`src/rtl/servo_sample_sequencer.sv`:
```
// Servo sample sequencer: launches one controller sample per PWM frame, captures
// the returned servo command, scales/clamps it to a duty and drives the servo PWM.
module servo_sample_sequencer #(
    parameter int unsigned WIDTH   = 8,
    parameter int unsigned PERIOD  = 1000,
    parameter int unsigned NEUTRAL = 500,
    parameter int unsigned SHIFT   = 4,
    parameter int unsigned TIMEOUT = 64
) (
    input  logic                      clk_i,
    input  logic                      reset,
    input  logic [WIDTH-1:0]          y_sample_i,
    output logic [WIDTH-1:0]          y_k_o,
    output logic                      dataf_o,
    input  logic                      dataf_i,
    input  logic signed [2*WIDTH-1:0] servo_i,
    output logic [15:0]               duty_o,
    output logic                      pwm_o,
    output logic                      busy_o,
    output logic                      timeout_o
);
    localparam int unsigned CMD_W  = 2 * WIDTH;
    localparam int unsigned SUM_W  = CMD_W + 2;
    localparam int unsigned CNT_W  = 16;
    localparam int unsigned WAIT_W = $clog2(TIMEOUT + 1);

    typedef enum logic [1:0] {S_IDLE, S_LAUNCH, S_WAIT, S_CAPTURE} state_e;

    state_e                   state_q, state_d;
    logic [CNT_W-1:0]         cnt_q, cnt_d;
    logic [WAIT_W-1:0]        wait_q, wait_d;
    logic signed [CMD_W-1:0]  cmd_q, cmd_d;
    logic [15:0]              pending_q, pending_d;
    logic [15:0]              duty_q, duty_d;
    logic [WIDTH-1:0]         y_k_q, y_k_d;
    logic                     dataf_q, dataf_d;
    logic                     busy_q, busy_d;
    logic                     timeout_q, timeout_d;
    logic                     pwm_q, pwm_d;

    logic                     boundary;
    logic signed [SUM_W-1:0]  cmd_ext;
    logic signed [SUM_W-1:0]  sum;
    logic [15:0]              duty_calc;

    // Scale the captured command around neutral and clamp into 0..PERIOD.
    always_comb begin
        cmd_ext = SUM_W'(cmd_q);
        sum     = (cmd_ext >>> SHIFT) + $signed(SUM_W'(NEUTRAL));
        if (sum[SUM_W-1]) begin
            duty_calc = '0;
        end else if (sum > $signed(SUM_W'(PERIOD))) begin
            duty_calc = 16'(PERIOD);
        end else begin
            duty_calc = 16'(sum);
        end
    end

    assign boundary = (cnt_q == CNT_W'(PERIOD - 1));

    // Next-state and registered-output logic.
    always_comb begin
        state_d   = state_q;
        cnt_d     = boundary ? '0 : cnt_q + CNT_W'(1);
        wait_d    = wait_q;
        cmd_d     = cmd_q;
        pending_d = pending_q;
        duty_d    = boundary ? pending_q : duty_q;
        y_k_d     = y_k_q;
        dataf_d   = 1'b0;
        busy_d    = 1'b0;
        timeout_d = timeout_q;
        pwm_d     = (cnt_q < duty_q);

        unique case (state_q)
            S_IDLE: begin
                if (boundary) begin
                    y_k_d   = y_sample_i;
                    state_d = S_LAUNCH;
                    dataf_d = 1'b1;
                    busy_d  = 1'b1;
                end
            end
            S_LAUNCH: begin
                wait_d  = '0;
                state_d = S_WAIT;
                busy_d  = 1'b1;
            end
            S_WAIT: begin
                // A done strobe on the expiry clock still counts as a capture.
                if (dataf_i) begin
                    cmd_d   = servo_i;
                    state_d = S_CAPTURE;
                end else if (wait_q == WAIT_W'(TIMEOUT - 1)) begin
                    timeout_d = 1'b1;
                    state_d   = S_IDLE;
                end else begin
                    wait_d = wait_q + WAIT_W'(1);
                    busy_d = 1'b1;
                end
            end
            S_CAPTURE: begin
                pending_d = duty_calc;
                state_d   = S_IDLE;
            end
            default: state_d = S_IDLE;
        endcase
    end

    always_ff @(posedge clk_i) begin
        if (!reset) begin
            state_q   <= S_IDLE;
            cnt_q     <= '0;
            wait_q    <= '0;
            cmd_q     <= '0;
            pending_q <= 16'(NEUTRAL);
            duty_q    <= 16'(NEUTRAL);
            y_k_q     <= '0;
            dataf_q   <= 1'b0;
            busy_q    <= 1'b0;
            timeout_q <= 1'b0;
            pwm_q     <= 1'b0;
        end else begin
            state_q   <= state_d;
            cnt_q     <= cnt_d;
            wait_q    <= wait_d;
            cmd_q     <= cmd_d;
            pending_q <= pending_d;
            duty_q    <= duty_d;
            y_k_q     <= y_k_d;
            dataf_q   <= dataf_d;
            busy_q    <= busy_d;
            timeout_q <= timeout_d;
            pwm_q     <= pwm_d;
        end
    end

    assign y_k_o     = y_k_q;
    assign dataf_o   = dataf_q;
    assign duty_o    = duty_q;
    assign pwm_o     = pwm_q;
    assign busy_o    = busy_q;
    assign timeout_o = timeout_q;

endmodule

```
`config.mk`:
```
export PLATFORM = sky130hd
export DESIGN_NAME = servo_sample_sequencer
export DESIGN_NICKNAME = d
export VERILOG_FILES = /design/src/rtl/servo_sample_sequencer.sv
export SDC_FILE = /design/constraint.sdc
export NUM_CORES = 1
export LEC_CHECK = 0
export ABC_CLOCK_PERIOD_IN_PS = 1900
export CAP_MARGIN = 20
export CORE_ASPECT_RATIO = 1.1
export CORE_UTILIZATION = 40
export DETAILED_ROUTE_END_ITERATION = 10
export PLACE_DENSITY_LB_ADDON = 0.1
export SLEW_MARGIN = 20
export SYNTH_ARGS = -nofsm -noshare
export SYNTH_HDL_FRONTEND = slang
export SYNTH_SLANG_ARGS = --single-unit
export TNS_END_PERCENT = 50
```
`constraint.sdc`:
```
create_clock -name clk_i -period 1.9 [get_ports clk_i]
set_input_delay 0.19 -clock clk_i [delete_from_list [all_inputs] [get_ports clk_i]]
set_output_delay 0.19 -clock clk_i [all_outputs]
set_load 0.01 [all_outputs]
```
==> out/qor.yml, run 1 <==
status:
  outcome: "finished with violations"
  violations: "negative setup slack"
synth:
  yosys.area.top_type_share: 0.4280
  synth-simple-area-share: 0.2510
  synthCells: 409
  synth-xor-area-share: 0.05606
  muxShareOfSynthArea: 0.002931
  synth_area_leaders: "dfxtp_1 43%, nand2_1 7.5%, a21boi_0 6.6%"
  synth_cell_type_count: 46
  synthFlopType: "dfxtp_1"
  async_flop_share: 0
  synth-edff-count: 0
  synth_top_family_by_area: "simple AND/OR/NAND/NOR gates"
  synth_compound_area_frac: 0.1554
  synth_fa_ha_area_frac: 0.05497
  netlist_area_sq_um: 3415
  yosys.area.top_type: "dfxtp_1"
  synth.avg_cell_area_sq_um: 8.348
  ys_seq_area_frac: 0.4280
  yosysWarnings: 0
  ys_ff_latch: 73
clocking:
  cts_num_sinks: 73
  cts_root_buffer: "clkbuf_8"
  clkLatencyLatePin_ns: 0.34
  clk_pin_slew_ns: 0.07
  clockBufferDepth: 2
  cts_inserted_buffers: 9
  cts_tree: "built"
  postCtsHoldBufs: 0
  htree_levels: 3
placement:
  port_buffers: 46
  post-dp-hpwl_um: 5314
  gp_congestion: 0.7713
  post-place-ws_ns: -0.08808
finish:
  fin_util: 0.5570
  layout_commonest_cell: "dfxtp_1"
  area_delta_synth_final_pct: 31.84
  diodes: 0
  drive_above_1_share: 0.1583
  final_cell_mix: "70 x dfxtp_1, 68 x nand2_1, 45 x clkdlybuf4s50_1"
  nets: 518
pwr:
  ir_drop_mv: 0.3879
  leakage_nw: 1.824
  p_per_area_nw_per_um2: 664.1
die:
  initial_core_util: 0.4224
  ios: 55
  core_area_sq_um: 8083
  die_area_sq_um: 8910
  die_x_um: 90.09
  rows: 34
  die_h_um: 98.90
timing:
  max_clock_freq_mhz: 511.8
  setup_viol: 9
  slew_viol_final: 0
  hold_violations: 0
  timing.final.crit_share: 1.028
  rsz0062_at_grt: "true"
  period_needed_ns: 1.954
  layout_setup_ws_ns: -0.05379
  clock_skew_ns: 0.009598
drt:
  first_pass_iters: 4
  routed_wl_um: 7285
  vias: 2909
  wl_per_cell_um: 12.39
  ant_nets: 0
  drcViolationCount: 0
  avgViaCountPerCell: 4.947
  drtIter0Drc: 74
global_route:
  grt_max_degree: 19
  antenna_found_initial: 0
  grt_pass1_vias: 2799
  grt_overflow: 0
  grtUsageTotal: 0.1752
  grt_pass1_wl_um: 12710
critical_path:
  crit_path_end_kind: "flop"
  path_max_fanout: 5
  crit_path_start_kind: "flop"
  cp.arrival_ns: 2.19
  crit_required_ns: 2.14
  worstSetupPathType: "reg -> reg"
min_path:
  hp-class: "in -> reg"
flow_run:
  drv_cap: 0
[registers in the layout, indices dropped and copies added, names as in the netlist]
name       flops
y_k_o          8
pending_q     12
busy_o         1
cnt_q         16
wait_q         7
duty_o        12
state_q        2
pwm_o          1
cmd_q         12
dataf_o        1
timeout_o      1
[logic make-up (layout without fill, tap and decap cells)]
| logic type | after synthesis | after routing |
|---|---|---|
| multiplexers | 1 | 1 |
| AO/OA/AOI/OAI | 77 | 77 |
| adder cells (fa/ha/maj) | 15 | 15 |
| buffers and inverters | 42 | 110 |
| XOR/XNOR | 21 | 21 |
| AND/OR/NAND/NOR | 179 | 179 |
| flip-flops | 73 | 73 |
| other | 1 | 4 |
[per-layer routing]
layer / track usage / routed length, um / up-vias
met1: 0.2088 / 3386 / 1347
met3: 0.05247 / 234 / 5
met4: 0.05707 / 64 / 0
li1: - / - / 1521
met5: 0 / 0 / -
met2: 0.3018 / 3600 / 36
[per-stage QoR]
stage,total power [W],setup TNS [ns],hold WS (ns),std cells,instance area [sq um]
floorplan,0.001632,-0.02832,0.3374,412,3462
global placement,0.001692,-0.2306,0.4309,570,4172
detailed placement,0.001694,-0.4393,0.4468,570,4172
CTS,0.003038,-0.1378,0.1705,586,4429
global route,0.003102,-1.104,0.1777,588,4502
finish,0.002990,-0.2121,0.1854,588,4502
[power by group]
part | switching [W] | internal [W] | total [W]
registers | 0.00000679 | 0.00153 | 0.00154
logic | 0.0000482 | 0.0000697 | 0.000118
clock network | 0.000564 | 0.000768 | 0.00133
[final cells by class]
cell class / count / area (sq um)
Inverter: 15 / 56.30
Clock inverter: 5 / 78.83
Sequential cell: 73 / 1470
Clock buffer: 10 / 137.6
Multi-Input combinational cell: 297 / 1893
Fill cell: 778 / 3581
Tap cell: 108 / 135.1
Timing Repair Buffer: 80 / 730.7
[worst max-delay path, stage by stage (launching register included)]
cell and delay [ns]:
dfxtp_4 0.36, a21o_1 0.18, or4b_4 0.55, xnor2_2 0.16, a22oi_2 0.14, or2_1 0.24, o311ai_1 0.23
[what timing repair did]
item,CTS,global route
setup buffers,1,2
endpoints found under the hold margin,0,0
pin swaps,10,12
endpoints found under the setup margin,9,18
gates resized for setup,8,18
[synth_stat cells, drive strengths merged, types with 2 or more instances]
cell	number
clkbuf	23
nand2	68
nand2b	2
ha	15
xor2	12
nor2	30
nor3	3
inv	15
and2	4
and4	2
or2	2
nand4	6
o21ai	14
nand3	34
buf	4
a21o	4
xnor2	9
a22oi	2
a21boi	30
o311ai	2
o22ai	2
o211ai	7
nor3b	3
dfxtp	73
or3	5
a21oi	8
nor2b	4
and3	8
o31ai	4
nor4	3
[final timing paths]
check | start | to | slack, ns | cells after the start
hold / removal | reset | pending_q[2] | 0.19 | 2
hold reg to reg | pending_q[3] | pending_q[3] | 0.46 | 2
setup / recovery | cmd_q[6] | pending_q[4] | -0.05 | 6
setup reg to reg | cmd_q[6] | pending_q[4] | -0.05 | 6
(Power assumes the default switching activity.)
==> run 2, diff against run 1 <==
--- a/config.mk
+++ b/config.mk
@@ -11,6 +11,8 @@
 export CORE_UTILIZATION = 40
 export DETAILED_ROUTE_END_ITERATION = 10
 export PLACE_DENSITY_LB_ADDON = 0.1
+export REMOVE_ABC_BUFFERS = 1
+export SKIP_LAST_GASP = 1
 export SLEW_MARGIN = 20
 export SYNTH_ARGS = -nofsm -noshare
 export SYNTH_HDL_FRONTEND = slang
==> run 2 against run 1 <==
Compared with the run above: the run still ends with negative setup slack left; via count grew 1.9%; count of clock-buffer cells in the layout is the same; sequential share of layout area is essentially flat; global-route usage shrank 0.56 points; die area is the same; routed wire length is the same; maximum frequency shrank 1.3%; worst hold slack gained 0.023 ns; critical endpoint unchanged; combinational power is essentially flat.
==> out/qor.yml, run 2 (synthesis gave the netlist of run 1 again) <==
status:
  outcome: "finished with violations"  # unchanged
  violations: "negative setup slack"  # unchanged
pwr:
  switching_power_w: 0.0006681  # was 0.0006191 W
  pwr-share-seq: 0.526  # was 0.515
  p_sw_frac: 0.2281  # was 0.2071
  leakage_nw: 1.826  # was 1.824 nW
  p_comb_frac: 0.040  # was 0.039
  p_per_area_nw_per_um2: 653.2  # was 664.1 nW/um^2
  p_int_w: 0.002261  # was 0.002371 W
  ir_drop_mv: 0.3289  # was 0.3879 mV
  clkPwrFrac: 0.434  # was 0.446
timing:
  setup_viol: 5  # was 9
  holdWs_ns: 0.2082  # was 0.1854 ns
  period_needed_ns: 1.979  # was 1.954 ns
  timing.final.crit_share: 1.042  # was 1.028
  rsz0062_at_grt: "true"  # unchanged
  slew_viol_final: 0  # unchanged
  layout_setup_ws_ns: -0.07923  # was -0.05379 ns
  clock_skew_ns: 0.009084  # was 0.009598 ns
  hold_violations: 0  # unchanged
  max_clock_freq_mhz: 505.2  # was 511.8 MHz
flow_run:
  drv_cap: 0  # unchanged
clocking:
  clk_pin_slew_ns: 0.08  # was 0.07 ns
  clockBufferDepth: 2  # unchanged
  post_cts_buffers: 0  # was 1
  htree_levels: 3  # unchanged
  cts_inserted_buffers: 9  # unchanged
  cts_root_buffer: "clkbuf_8"  # unchanged
  cts_num_sinks: 73  # unchanged
  cts_tree: "built"  # unchanged
  clkLatencyLatePin_ns: 0.34  # about the same
  postCtsHoldBufs: 0  # unchanged
global_route:
  grt_max_degree: 21  # was 19
  grt_overflow: 0  # unchanged
  grt_pass1_wl_um: 12290  # was 12710 um
  grtUsageTotal: 0.1697  # was 0.1752
  antenna_found_initial: 0  # unchanged
  grt_pass1_vias: 2736  # was 2799
critical_path:
  worstSetupPathType: "reg -> reg"  # unchanged
  path_max_fanout: 3  # was 5
  cp_slowest_cell: "or4b_4"  # unchanged
  crit_path_end_kind: "flop"  # unchanged
  cp.arrival_ns: 2.18  # was 2.19 ns
  max_stage_delay_ns: 0.53  # was 0.55 ns
  crit_required_ns: 2.10  # was 2.14 ns
  crit_path_start_kind: "flop"  # unchanged
  cp_cell_sequence: "a21o_1, or4b_4, xnor2_2, nor4_1, buf_4, or2_4, o311ai_2"  # was a21o_1, or4b_4, xnor2_2, a22oi_2, or2_1, o311ai_1
placement:
  placed_area_sq_um: 4198  # was 4172 sq um
  post-dp-hpwl_um: 5444  # was 5314 um
  gp_congestion: 0.7881  # was 0.7713
  port_buffers: 46  # unchanged
  post-place-ws_ns: -0.1468  # was -0.08808 ns
drt:
  wl_met3_um: 166  # was 234 um
  avgViaCountPerCell: 4.997  # was 4.947
  top_layer: "met4"  # unchanged
  wl_per_cell_um: 12.28  # was 12.39 um
  wl_met2_um: 3500  # was 3600 um
  drtIter0Drc: 90  # was 74
  drcViolationCount: 0  # unchanged
  first_pass_iters: 4  # unchanged
  ant_nets: 0  # unchanged
  vias: 2963  # was 2909
  routed_wl_um: 7285  # unchanged
  wl_met1_um: 3480  # was 3386 um
finish:
  nets: 522  # was 518
  area_delta_synth_final_pct: 31.33  # was 31.84%
  drive_above_1_share: 0.1526  # was 0.1583
  final_cell_area_sq_um: 4484  # was 4502 sq um
  largest_reg_flops: 16  # unchanged
  largest-register: "cnt_q"  # unchanged
  layout_commonest_cell: "dfxtp_1"  # unchanged
  diodes: 0  # unchanged
  final_cell_mix: "71 x dfxtp_1, 68 x nand2_1, 45 x clkdlybuf4s50_1"  # was 70 x dfxtp_1, 68 x nand2_1, 45 x clkdlybuf4s50_1
die:
  core_area_sq_um: 8083  # unchanged
  ios: 55  # unchanged
  die_x_um: 90.09  # unchanged
  initial_core_util: 0.4224  # unchanged
  die_area_sq_um: 8910  # unchanged
  rows: 34  # unchanged
  die_h_um: 98.90  # unchanged
min_path:
  hp-class: "in -> reg"  # unchanged
run 2: cell type report:
cell class                 count  area, sq um
sequential                    73         1464
multi-input combinational    297         1862
clock buffer                  10        137.6
clock inverter                 6        72.57
inverter                      15        56.30
fill                         788         3598
timing repair buffer          84        757.0
tap                          108        135.1
run 2: layer usage:
layer | vias to the layer above | global-route usage
met4 | 0 | 0.07320
met5 | - | 0
met3 | 15 | 0.03164
met2 | 40 | 0.2883
li1 | 1537 | -
met1 | 1371 | 0.2103
run 2: critical path, delay by kind of cell, from the launching register on:
kind | cells | cell delay (ns)
AO/OA/AOI/OAI | 2 | 0.27
AND/OR/NAND/NOR | 3 | 0.92
flip-flops | 1 | 0.33
buffers and inverters | 1 | 0.17
XOR/XNOR | 1 | 0.16
run 2: what timing repair did:
action,in CTS,in global routing
pin swaps,8,9
cloned,0,0
setup endpoints to repair,9,14
resized for setup,7,13
run 2: stage by stage:
step	power, W	setup TNS, ns	utilization	std cells
after global placement	0.001693	-0.3979	0.5194	577
after global routing	0.003048	-1.113	0.5548	593
after floorplan	0.001607	-0.8970	-	385
final	0.002929	-0.1537	0.5548	593
after CTS	0.002976	-0.1506	0.5498	593
after detailed placement	0.001694	-0.6927	0.5194	577
run 2: worst paths after layout:
kind                                from           end  slack (ns)  cells past startpoint
worst min register to register  cnt_q[0]      cnt_q[0]        0.46                      1
worst max-delay path            cmd_q[7]  pending_q[4]       -0.08                      7
worst min-delay path               reset  pending_q[2]        0.21                      2
worst max register to register  cmd_q[7]  pending_q[4]       -0.08                      7
run 2: power by group through the flow:
stage	clock network [W]	logic, W	registers (W)
floorplan	0	0.0000312	0.00158
global placement	0	0.000117	0.00158
detailed placement	0	0.000118	0.00158
CTS	0.00132	0.000118	0.00154
global route	0.00138	0.000128	0.00154
finish	0.00127	0.000118	0.00154
==> run 3, diff against run 2 <==
--- a/config.mk
+++ b/config.mk
@@ -5,6 +5,7 @@
 export SDC_FILE = /design/constraint.sdc
 export NUM_CORES = 1
 export LEC_CHECK = 0
+export ABC_AREA = 0
 export ABC_CLOCK_PERIOD_IN_PS = 1900
 export CAP_MARGIN = 20
 export CORE_ASPECT_RATIO = 1.1
==> results of run 3 <==
The final DEF is identical to that of run 2; final timing and power are the same.
